--- src/rtl/alu_bist_driver.sv ---
// BIST driver for the registered ALU: LFSR-generated vectors go out, and the ALU responses
// are folded into a 32-bit MISR that is compared against a golden signature at the end.
module alu_bist_driver #(
   parameter int unsigned NUM_VECTORS  = 10000,
   parameter int unsigned ALU_LATENCY  = 4,
   parameter logic [31:0] LFSR_SEED    = 32'h0000_0001,
   parameter logic [31:0] EXPECTED_SIG = 32'h0000_0000
) (
   input  logic        clk,
   input  logic        reset,
   input  logic        start,
   output logic [31:0] A_out,
   output logic [31:0] B_out,
   output logic [3:0]  Alu_Cntrl_out,
   output logic        Cin_out,
   input  logic [31:0] OUT_in,
   input  logic        Zero_in,
   input  logic        oVerflow_in,
   input  logic        Carry_in,
   input  logic        Negative_in,
   output logic        busy,
   output logic        done,
   output logic        pass,
   output logic [31:0] signature,
   output logic [2:0]  dbg_state
);

   localparam int VW = $clog2(NUM_VECTORS + 1);
   localparam int WW = $clog2(ALU_LATENCY + 1);
   localparam logic [VW-1:0] LAST_VEC  = VW'(NUM_VECTORS - 1);
   localparam logic [WW-1:0] WAIT_LAST = WW'(ALU_LATENCY);
   localparam logic [31:0] LFSR_POLY = 32'h8020_0003;
   localparam logic [31:0] MISR_POLY = 32'h04C1_1DB7;

   typedef enum logic [2:0] {
      S_IDLE    = 3'd0,
      S_ISSUE   = 3'd1,
      S_WAIT    = 3'd2,
      S_CAPTURE = 3'd3,
      S_DONE    = 3'd4
   } state_t;

   function automatic logic [31:0] lfsr_step(input logic [31:0] l);
      return (l >> 1) ^ (l[0] ? LFSR_POLY : 32'h0);
   endfunction

   // Shift ops only look at the low five bits of B.
   function automatic logic [31:0] mask_b(input logic [3:0] op, input logic [31:0] v);
      return (op inside {4'h8, 4'h9, 4'hA}) ? {27'b0, v[4:0]} : v;
   endfunction

   state_t        state_q, state_d;
   logic [31:0]   lfsr_q, lfsr_d;
   logic [31:0]   misr_q, misr_d;
   logic [VW-1:0] vec_cnt_q, vec_cnt_d;
   logic [WW-1:0] wait_cnt_q, wait_cnt_d;
   logic [31:0]   a_q, a_d;
   logic [31:0]   b_q, b_d;
   logic [3:0]    cntrl_q, cntrl_d;
   logic          cin_q, cin_d;
   logic          busy_q, busy_d;
   logic          done_q, done_d;
   logic          pass_q, pass_d;

   logic [31:0]   step1, step2, seed1, seed2, misr_next;
   logic [3:0]    op_next;

   always_comb begin
      state_d    = state_q;
      lfsr_d     = lfsr_q;
      misr_d     = misr_q;
      vec_cnt_d  = vec_cnt_q;
      wait_cnt_d = wait_cnt_q;
      a_d        = a_q;
      b_d        = b_q;
      cntrl_d    = cntrl_q;
      cin_d      = cin_q;
      busy_d     = busy_q;
      done_d     = done_q;
      pass_d     = pass_q;

      step1     = lfsr_step(lfsr_q);
      step2     = lfsr_step(step1);
      seed1     = lfsr_step(LFSR_SEED);
      seed2     = lfsr_step(seed1);
      op_next   = (cntrl_q == 4'd12) ? 4'd0 : cntrl_q + 4'd1;
      misr_next = {misr_q[30:0], 1'b0} ^ (misr_q[31] ? MISR_POLY : 32'h0) ^ OUT_in
                  ^ {28'b0, Negative_in, oVerflow_in, Carry_in, Zero_in};

      // The first vector is loaded on the accepting edge so ISSUE is cycle 1 of its window.
      case (state_q)
         S_IDLE, S_DONE: begin
            if (start) begin
               state_d    = S_ISSUE;
               lfsr_d     = seed2;
               misr_d     = 32'h0;
               vec_cnt_d  = '0;
               wait_cnt_d = WW'(1);
               a_d        = seed1;
               b_d        = mask_b(4'd0, seed2);
               cntrl_d    = 4'd0;
               cin_d      = 1'b0;
               busy_d     = 1'b1;
               done_d     = 1'b0;
               pass_d     = 1'b0;
            end
         end
         S_ISSUE, S_WAIT: begin
            if (wait_cnt_q == WAIT_LAST) begin
               state_d = S_CAPTURE;
            end else begin
               state_d    = S_WAIT;
               wait_cnt_d = wait_cnt_q + WW'(1);
            end
         end
         S_CAPTURE: begin
            misr_d    = misr_next;
            vec_cnt_d = vec_cnt_q + VW'(1);
            if (vec_cnt_q == LAST_VEC) begin
               state_d = S_DONE;
               busy_d  = 1'b0;
               done_d  = 1'b1;
               pass_d  = (misr_next == EXPECTED_SIG);
            end else begin
               state_d    = S_ISSUE;
               lfsr_d     = step2;
               wait_cnt_d = WW'(1);
               a_d        = step1;
               b_d        = mask_b(op_next, step2);
               cntrl_d    = op_next;
               cin_d      = ~cin_q;
            end
         end
         default: state_d = S_IDLE;
      endcase
   end

   always_ff @(posedge clk) begin
      if (reset) begin
         state_q    <= S_IDLE;
         lfsr_q     <= LFSR_SEED;
         misr_q     <= 32'h0;
         vec_cnt_q  <= '0;
         wait_cnt_q <= '0;
         a_q        <= 32'h0;
         b_q        <= 32'h0;
         cntrl_q    <= 4'h0;
         cin_q      <= 1'b0;
         busy_q     <= 1'b0;
         done_q     <= 1'b0;
         pass_q     <= 1'b0;
      end else begin
         state_q    <= state_d;
         lfsr_q     <= lfsr_d;
         misr_q     <= misr_d;
         vec_cnt_q  <= vec_cnt_d;
         wait_cnt_q <= wait_cnt_d;
         a_q        <= a_d;
         b_q        <= b_d;
         cntrl_q    <= cntrl_d;
         cin_q      <= cin_d;
         busy_q     <= busy_d;
         done_q     <= done_d;
         pass_q     <= pass_d;
      end
   end

   assign A_out         = a_q;
   assign B_out         = b_q;
   assign Alu_Cntrl_out = cntrl_q;
   assign Cin_out       = cin_q;
   assign busy          = busy_q;
   assign done          = done_q;
   assign pass          = pass_q;
   assign signature     = misr_q;
   assign dbg_state     = state_q;

endmodule
--- config.mk ---
export PLATFORM = sky130hd
export DESIGN_NAME = alu_bist_driver
export DESIGN_NICKNAME = d
export VERILOG_FILES = /design/src/rtl/alu_bist_driver.sv
export SDC_FILE = /design/constraint.sdc
export NUM_CORES = 1
export LEC_CHECK = 0
export BUFFER_PORTS_ARGS = -buffer_cell sky130_fd_sc_hd__buf_2
export CAP_MARGIN = 20
export CORE_ASPECT_RATIO = 0.7
export CORE_MARGIN = 10
export CORE_UTILIZATION = 51
export DETAILED_ROUTE_END_ITERATION = 8
export GPL_TIMING_DRIVEN = 0
export PLACE_DENSITY = 0.78
export SLEW_MARGIN = 10
export SYNTH_ARGS = -nofsm -noshare
export SYNTH_HDL_FRONTEND = slang
export SYNTH_SLANG_ARGS = --single-unit
export TNS_END_PERCENT = 5
--- constraint.sdc ---
create_clock -name clk -period 3.4 [get_ports clk]
set_clock_uncertainty 0.05 [all_clocks]
set_input_delay 0.34 -clock clk [delete_from_list [all_inputs] [get_ports clk]]
set_output_delay 0.34 -clock clk [all_outputs]
set_load 0.1 [all_outputs]
# Word-level counts from Yosys, hierarchy flattened
# Index checks and enable logic that the tools add are counted.
[totals]
reg_bits = 156
input_bits = 39
output_inout_bits = 107
elab_cells = 83
[classes]
n_addsub = 3
n_eq_ne = 14
muxes = 37
bitwise = 6
n_reduce_logical = 11
[op_table]
columns = ["cell", "n"]
rows = [
  ["32-bit 2-to-1 mux", 9],
  ["32-bit one-hot mux with 2 select lines", 4],
  ["31-bit by 32-bit XOR with 32-bit output", 2],
  ["32-bit logical NOT", 1],
  ["32-bit by 27-bit XOR with 32-bit output", 1],
  ["32-bit XOR", 1],
  ["32-bit by 4-bit XOR with 32-bit output", 1],
  ["14-bit one-hot mux with 2 select lines", 1],
  ["27-bit 2-to-1 mux", 1],
  ["3-bit one-hot mux with 3 select lines", 2],
  ["4-bit == test (second input constant)", 4],
  ["14-bit by 1-bit adder with 14-bit output (second input constant)", 1],
  ["14-bit == test (second input constant)", 1],
  ["14-bit 2-to-1 mux", 1],
  ["3-bit 2-to-1 mux", 4],
  ["4-bit 2-to-1 mux", 3],
  ["2-bit != test (second input constant)", 4],
  ["1-bit one-hot mux with 2 select lines", 4],
  ["4-bit one-hot mux with 2 select lines", 1],
  ["1-bit 2-to-1 mux", 7],
  ["3-bit by 2-bit == test with 1-bit output (second input constant)", 2],
  ["3-bit == test (second input constant)", 2],
  ["3-bit AND reduction", 2],
  ["3-bit nonzero test", 2],
  ["other kinds (9)", 10],
]

# Logic depth before layout (Yosys ltp)
# Gate-level depths: netlist of run 1.
[depth]
ltp_word = 7
mapped_depth = 8
ltp_nobuf = 7

# Least setup slack after synthesis of run 1
# Ideal clock, no wire load.
[synth_timing]
kind = "reg2reg"
start = "register state_q[1] (netlist: dbg_state[1])"
end = "register cntrl_q[0] (netlist: Alu_Cntrl_out[0])"
setup_ns = 0.067
t_arrival_ns = 2.372
setup_slack_ns = 0.911
path_stages_with_launch = 9
n_path_buf = 3
path_cell_list = "dfxtp_1 > buf_2 > and3b_1 > buf_2 > nand2_1 > o21ai_4 > buf_8 > nand2_1 > a21oi_2"
[synth_between]
elab_chain_cells = 4
elab_cells_between_ends = 9
classes_between = "eq/ne: 4; mux: 1; reduce/logical: 4"
[synth_rtl]
columns = ["element", "line", "text"]
rows = [
  ["from (decl)", "52", "state_t state_q, state_d;"],
  ["from (signal assigned)", "153", "state_q <= state_d;"],
  ["3-bit == test or 3-bit logical NOT (tied branches)", "91", "case (state_q)"],
  ["2-bit OR reduction", "91", ""],
  ["2-bit != test (no source line) or 2-bit nonzero test (tied branches)", "n/a", ""],
  ["3-bit AND reduction (no source line)", "n/a", ""],
  ["to (signal assigned)", "160", "cntrl_q <= cntrl_d;"],
  ["to (decl)", "59", "logic [3:0] cntrl_q, cntrl_d;"],
]
# Parallel ways exist; a longest one is shown, timed or not.
# A chain may end at the register's enable or synchronous reset.

# Worst setup path after layout of run 1
[layout_timing]
start = "register vec_cnt_q[4]"
end = "register lfsr_q[1]"
[layout_between]
elab_chain_cells = 3
[layout_rtl]
columns = ["element", "line", "text"]
rows = [
  ["from (decl)", "55", "logic [VW-1:0] vec_cnt_q, vec_cnt_d;"],
  ["from (signal assigned)", "156", "vec_cnt_q <= vec_cnt_d;"],
  ["14-bit == test", "119", "if (vec_cnt_q == LAST_VEC) begin"],
  ["2-bit != test (no source line)", "n/a", ""],
  ["3-bit AND reduction (no source line)", "n/a", ""],
  ["to (signal assigned)", "154", "lfsr_q <= lfsr_d;"],
  ["to (decl)", "53", "logic [31:0] lfsr_q, lfsr_d;"],
]
# No other way between the ends.

==> reports/metrics.csv, run 1 <==
stage;metric;value;unit
place;hpwl;12060;um
synthesis;synthesis.area;0.005507;mm2
global_route;grtUsageTotal;0.2093;
route;ant_nets;0;
floorplan;core_area;0.01043;mm2
layout;final_common_cell;buf_2;
synthesis;syn_inst;597;
clock_tree;cts_tree;yes;
clock_tree;cts_setup_buffers;0;
sta;hold_slack;0.2076;ns
synthesis;yosysWarnings;0;
clock_tree;cts.sink_count;123;
clock_tree;cts_buffers;17;
route;vias_per_cell;5.733;
critical_path;path_max_fanout;7;
global_route;grt_max_degree;17;
pwr;total_power;4.087;mW
floorplan;start_util;0.5278;
run_status;status;finished clean;
global_route;overflow;0;
clock_tree;cts_root_buf;clkbuf_16;
global_route;grt_first_pass_wirelength;25920;um
sta;period_share;0.7321;
critical_path;cp-end-kind;flip-flop;
critical_path;cp.arrival;2.77;ns
sta;relSlewSlack;0.2712;
worst_hold_path;min_path_cells;3;
layout;fillCellCount;807;
pwr;ir_drop;0.3819;mV
place;portBuffers;144;
layout;nets;805;
sta;hold_violations;0;
sta;fmax;0.4018;GHz
global_route;grt_pass1_vias;5053;
clock_tree;ctsHoldBuffers;0;
worst_hold_path;hp-class;primary input to flip-flop;
synthesis;async_flop_share;0;
synthesis;synth_top_cell_by_area;dfxtp_1;
synthesis;ys_seq_elements;123;
floorplan;fp.dieH;106.9;um
layout;final_cell_mix;buf_2 (152), dfxtp_1 (123), nor2_1 (107);
worst_hold_path;holdPathEnd;dbg_state[2]$_SDFFE_PP0P_;
sta;rsz0062_at_grt;false;
layout;diodes;0;
layout;register_area;0.002462;mm2
synthesis;ys_top_cells_by_area;dfxtp_1 (45%), a22oi_1 (12%), nor2_1 (7.3%);
pwr;power_density;578.3;mW/mm2
route;wl;16520;um
critical_path;reg2reg_slack;0.91;ns
pwr;total_leakage_power;3.108;nW
layout;syn_to_final_growth;28.33;%
sta;fin_crit;2.489;ns
critical_path;worstPathRequired;3.68;ns
sta;worst_pin_slew;1.082;ns
critical_path;reg2regPathDepth;5;
floorplan;io-pin-count;146;
route;wl_per_cell;18.26;um
clock_tree;clock_path_buffers;2;
route;drtIter0Drc;394;
critical_path;crit_start;vec_cnt_q[4]$_SDFFE_PP0P_;
synthesis;syn-mean-instance-area;9.224;um2
flow_run;max_cap_viol_count;0;
worst_hold_path;worstHoldStart;start;
floorplan;die_w;144.2;um
clock_tree;ctsResizeCount;0;
sta;setup_viol;0;
synthesis;yosysSeqAreaShare;0.4472;
clock_tree;cts_htree_levels;4;
critical_path;path_class;flip-flop to flip-flop;
layout;drive_above_1_share;0.3131;
route;drt-pass1-iter-count;5;
synthesis;synth_edf_count;0;
clock_tree;clk_latency;0.41;ns
floorplan;rows;31;
sta;report.final.slew_viol_count;0;
route;route.detailed.drc;0;
synthesis;synthFlopType;dfxtp_1;
critical_path;r2r-start;vec_cnt_q[4]$_SDFFE_PP0P_;
critical_path;reg2reg_to;lfsr_q[1]$_SDFFE_PP0P_;
critical_path;start_kind;flip-flop;
global_route;antenna_found_initial;0;
route;vias;5188;
clock_tree;clk_pin_slew;0.05;ns
layout;multi_input_area;0.002520;mm2
sta;totalNegativeSetupSlack;0;ns
synthesis;synth_nets;642;
place;gp_congestion;0.8749;
synthesis;synth_top_area_frac;0.4472;
synthesis;ys_types;59;
floorplan;die_area;0.01542;mm2
-- report_power, final --
group	total [mW]	switching [mW]	internal [mW]	leakage, nW
clock	2.06	0.654	1.41	0.322
combinational	0.527	0.384	0.143	1.79
sequential	1.50	0.0254	1.47	0.995
total	4.09	1.06	3.02	3.11
-- critical path, cell delays in order (launching register included) --
cell and delay [ns]:
dfxtp_1 0.37, nor4_2 0.37, nand4_2 0.28, o21ai_0 0.92, o21ai_1 0.23, a21oi_1 0.19
-- through the flow --
step	worst slack (ns)	std cells	util	cell area, um2
floorplan	0.9107	597	-	5507
global placement	1.157	873	0.6127	6392
detailed placement	1.141	873	0.6127	6392
CTS	1.029	905	0.6773	7067
global route	0.8806	905	0.6773	7067
finish	0.9109	905	0.6773	7067
-- final cells by class --
type | count | share of cell area
Tap cell | 132 | 0.02337
Sequential cell | 123 | 0.3484
Clock inverter | 12 | 0.03081
Inverter | 7 | 0.003718
Buffer | 75 | 0.07047
Multi-Input combinational cell | 392 | 0.3566
Timing Repair Buffer | 144 | 0.1020
Clock buffer | 20 | 0.06462
-- Yosys cell counts (all sizes together) (2+ instances only) --
cell type and number:
dfxtp 123, clkbuf 21, inv 7, xnor2 33
nand3 9, o22ai 4, o21ai 7, or3 3
xor2 25, a21oi 23, nor3 6, a211oi 5
buf 54, o211ai 5, ha 6, a22oi 87
o21a 3, nand4 6, a311oi 2, nor2 108
nand2 18, and4b 2, and3 3, nor4 9
and2 2, a211o 2, nand3b 3
-- flip-flops by register name, summed over array words and instances, names as in the netlist --
name	count
vec_cnt_q	14
dbg_state	3
lfsr_q	31
signature	32
B_out	28
done	1
Cin_out	1
busy	1
wait_cnt_q	3
pass	1
A_out	4
Alu_Cntrl_out	4
-- cells by family after synthesis --
kind of cell,after synthesis,synth area share
and+or+nand+nor,180,0.1547
AOI/OAI and AO/OA,146,0.1931
DFF,123,0.4472
buffers and inverters,82,0.09521
xor gates and xnor gates,58,0.09225
adders and majority gates,6,0.01363
muxes,2,0.003863
-- per-layer routing --
layer,vias up,share of wire,track usage
li1,2415,-,-
met1,2484,0.43,0.2720
met2,266,0.45,0.3159
met3,23,0.10,0.06790
met4,0,0.017,0.08201
met5,-,0,0
-- worst max path at each step --
stage / end / slack (ns) / cells past startpoint
after CTS: lfsr_q[1]$_SDFFE_PP0P_ / 1.03 / 5
after floorplan: Alu_Cntrl_out[0]$_SDFFE_PP0P_ / 0.91 / 8
after detailed placement: dbg_state[0]$_SDFFE_PP0P_ / 1.14 / 5
after global routing: lfsr_q[1]$_SDFFE_PP0P_ / 0.88 / 5
after global placement: dbg_state[0]$_SDFFE_PP0P_ / 1.16 / 5
final: lfsr_q[1]$_SDFFE_PP0P_ / 0.91 / 5
(Power assumes the default switching activity.)
==> run 2, diff against run 1 <==
clock period = 2.4 ns   (was 3.4 ns; I/O delays follow)
==> run 2 against run 1 <==
Against the previous run: power is 31% higher; sequential cell count stayed put; cell count stayed put; via count is 1.9% lower; largest cell class unchanged; hold slack worse by 0.13 ns; routed wire length is 0.77% higher; cell area is 1.3% lower; global-route usage is 0.36 points higher; critical endpoint is now dbg_state[0]$_SDFFE_PP0P_; die area stayed put; clock-buffer cell count is 3 lower; combinational power is 42% higher.
==> reports/metrics.csv, run 2 (synthesis results as in run 1) <==
stage;metric;value;unit;change
route;drt-pass1-iter-count;5;;unchanged
clock_tree;clk_latency;0.42;ns;about the same
pwr;total_power;5.352;mW;+31%
layout;final_cell_mix;buf_2 (152), dfxtp_1 (121), nor2_1 (106);;
sta;rsz0062_at_grt;false;;
critical_path;path_class;flip-flop to flip-flop;;
layout;largest_register_ffs;32;;unchanged
route;wl;16650;um;+0.77%
critical_path;reg2reg_to;dbg_state[0]$_SDFFE_PP0P_;;
sta;period_share;0.9001;;+0.1680
critical_path;crit_family;compound AO/OA/AOI/OAI gates;;
floorplan;die_w;144.2;um;unchanged
critical_path;cp_cell_sequence;nor4_2 -> nand4_2 -> o21ai_1 -> a211o_1 -> a21oi_1;;
layout;syn_to_final_growth;26.65;%;
clock_tree;cts_root_buf;clkbuf_16;;
critical_path;r2r-start;vec_cnt_q[4]$_SDFFE_PP0P_;;
floorplan;core_area;0.01043;mm2;unchanged
worst_hold_path;hp-class;primary input to flip-flop;;
sta;fmax;0.4629;GHz;+15%
sta;setup_viol;0;;unchanged
clock_tree;clk_pin_slew;0.06;ns;about the same
route;wl_per_cell;18.40;um;+0.77%
global_route;overflow;0;;unchanged
pwr;ir_drop;0.6347;mV;+66%
critical_path;path_max_fanout;7;;unchanged
layout;diodes;0;;unchanged
floorplan;io-pin-count;146;;unchanged
critical_path;crit_start;vec_cnt_q[4]$_SDFFE_PP0P_;;
critical_path;crit_buf_inv;0;;unchanged
worst_hold_path;min_path_cells;3;;unchanged
critical_path;cp-end-kind;flip-flop;;
worst_hold_path;holdPathEnd;dbg_state[2]$_SDFFE_PP0P_;;
clock_tree;cts_setup_buffers;0;;unchanged
global_route;grtUsageTotal;0.2129;;+0.003596
critical_path;cp_slowest_cell;o21ai_1;;
floorplan;start_util;0.5278;;unchanged
critical_path;reg2regPathDepth;5;;unchanged
route;ant_nets;0;;unchanged
place;portBuffers;144;;unchanged
place;hpwl;12350;um;+2.4%
critical_path;cp.arrival;2.37;ns;-0.40 ns
clock_tree;ctsHoldBuffers;0;;unchanged
route;vias;5091;;-1.9%
critical_path;worstPathRequired;2.61;ns;-1.07 ns
global_route;grt_pass1_vias;5093;;+0.79%
critical_path;reg2reg_slack;0.24;ns;-0.67 ns
route;drtIter0Drc;447;;+13%
floorplan;die_area;0.01542;mm2;unchanged
floorplan;fp.dieH;106.9;um;unchanged
sta;worst_slack;0.2398;ns;-0.6712 ns
sta;relSlewSlack;0.5129;;+0.2418
sta;fin_crit;2.160;ns;-0.3288 ns
route;route.detailed.drc;0;;unchanged
sta;hold_slack;0.07659;ns;-0.1310 ns
critical_path;cpPeakStageDelay;0.62;ns;-0.30 ns
worst_hold_path;worstHoldStart;start;;
sta;report.final.slew_viol_count;0;;unchanged
global_route;antenna_found_initial;0;;unchanged
pwr;power_density;767.4;mW/mm2;+33%
layout;drive_above_1_share;0.3182;;+0.005175
clock_tree;cts.sink_count;123;;unchanged
layout;nets;805;;unchanged
floorplan;rows;31;;unchanged
clock_tree;cts_buffers;17;;unchanged
clock_tree;cts_tree;yes;;
clock_tree;cts_htree_levels;4;;unchanged
global_route;grt_first_pass_wirelength;26430;um;+2.0%
global_route;grt_max_degree;17;;unchanged
flow_run;max_cap_viol_count;0;;unchanged
place;gp_congestion;0.8797;;+0.55%
route;vias_per_cell;5.625;;-1.9%
clock_tree;clock_path_buffers;2;;unchanged
sta;hold_violations;0;;unchanged
critical_path;start_kind;flip-flop;;
sta;worst_pin_slew;0.7306;ns;-0.3512 ns
run_status;status;finished clean;;
pwr;total_leakage_power;3.065;nW;-1.4%
place;pre_cts_slack;0.1379;ns;-1.003 ns
layout;final_common_cell;buf_2;;
==> run 2: changes by cell type in the layout (fill, tap and decap cells not counted), moves of 2 or more <==
cell / change
clkinv_4: +4
clkbuf_8: -2
bufinv_16: -4
dfxtp_2: +2
dfxtp_1: -2
clkinv_2: +2
==> run 2: tightest hold or removal path, delay by kind of cell <==
kind | cells | cell delay (ns)
AND/OR/NAND/NOR | 1 | 0.10
buffers and inverters | 1 | 0.09
AO/OA/AOI/OAI | 1 | 0.06
==> run 2: area by class of cell <==
class,count,area [um2]
Multi-Input combinational cell,392,2522
Buffer,75,498.0
Clock buffer,17,425.4
Clock inverter,15,151.4
Timing Repair Buffer,144,720.7
Sequential cell,123,2465
Tap cell,132,165.2
Fill cell,809,3460
Inverter,7,26.28
==> run 2: what timing repair did <==
| action | CTS | global route |
|---|---|---|
| endpoints found under the setup margin | 0 | 12 |
| gates resized for setup | 0 | 2 |
| hold endpoints to repair | 0 | 0 |
==> run 2: worst max path at each step <==
stage | endpoint | slack, ns | cells after the start
final | dbg_state[0]$_SDFFE_PP0P_ | 0.24 | 5
after detailed placement | dbg_state[0]$_SDFFE_PP0P_ | 0.14 | 5
after floorplan | B_out[10]$_SDFFE_PP0P_ | -0.02 | 6
after global routing | signature[24]$_SDFFE_PP0P_ | 0.11 | 6
after CTS | dbg_state[0]$_SDFFE_PP0P_ | 0.10 | 5
after global placement | dbg_state[0]$_SDFFE_PP0P_ | 0.16 | 5
==> run 2: per-layer routing <==
metal	track usage	part of all wire	up-vias
li1	-	-	2423
met1	0.2772	0.44	2414
met2	0.3291	0.45	222
met3	0.06966	0.091	32
met4	0.06403	0.017	0
met5	0	0	-
==> run 2: stage by stage <==
| step | cell area [um2] | TNS [ns] | util | instances |
|---|---|---|---|---|
| 2_1_floorplan | 5509 | -0.4642 | - | 597 |
| 3_3_place_gp | 6395 | 0 | 0.6129 | 873 |
| 3_5_place_dp | 6395 | 0 | 0.6129 | 873 |
| 4_1_cts | 6972 | 0 | 0.6682 | 905 |
| 5_1_grt | 6974 | 0 | 0.6684 | 905 |
| 6_report | 6974 | 0 | 0.6684 | 905 |
==> run 2: power by group <==
part           switching [mW]  total, mW  internal, mW
registers              0.0367       2.12          2.09
logic                   0.546      0.749         0.203
clock network           0.957       2.48          1.52
total                    1.54       5.35          3.81
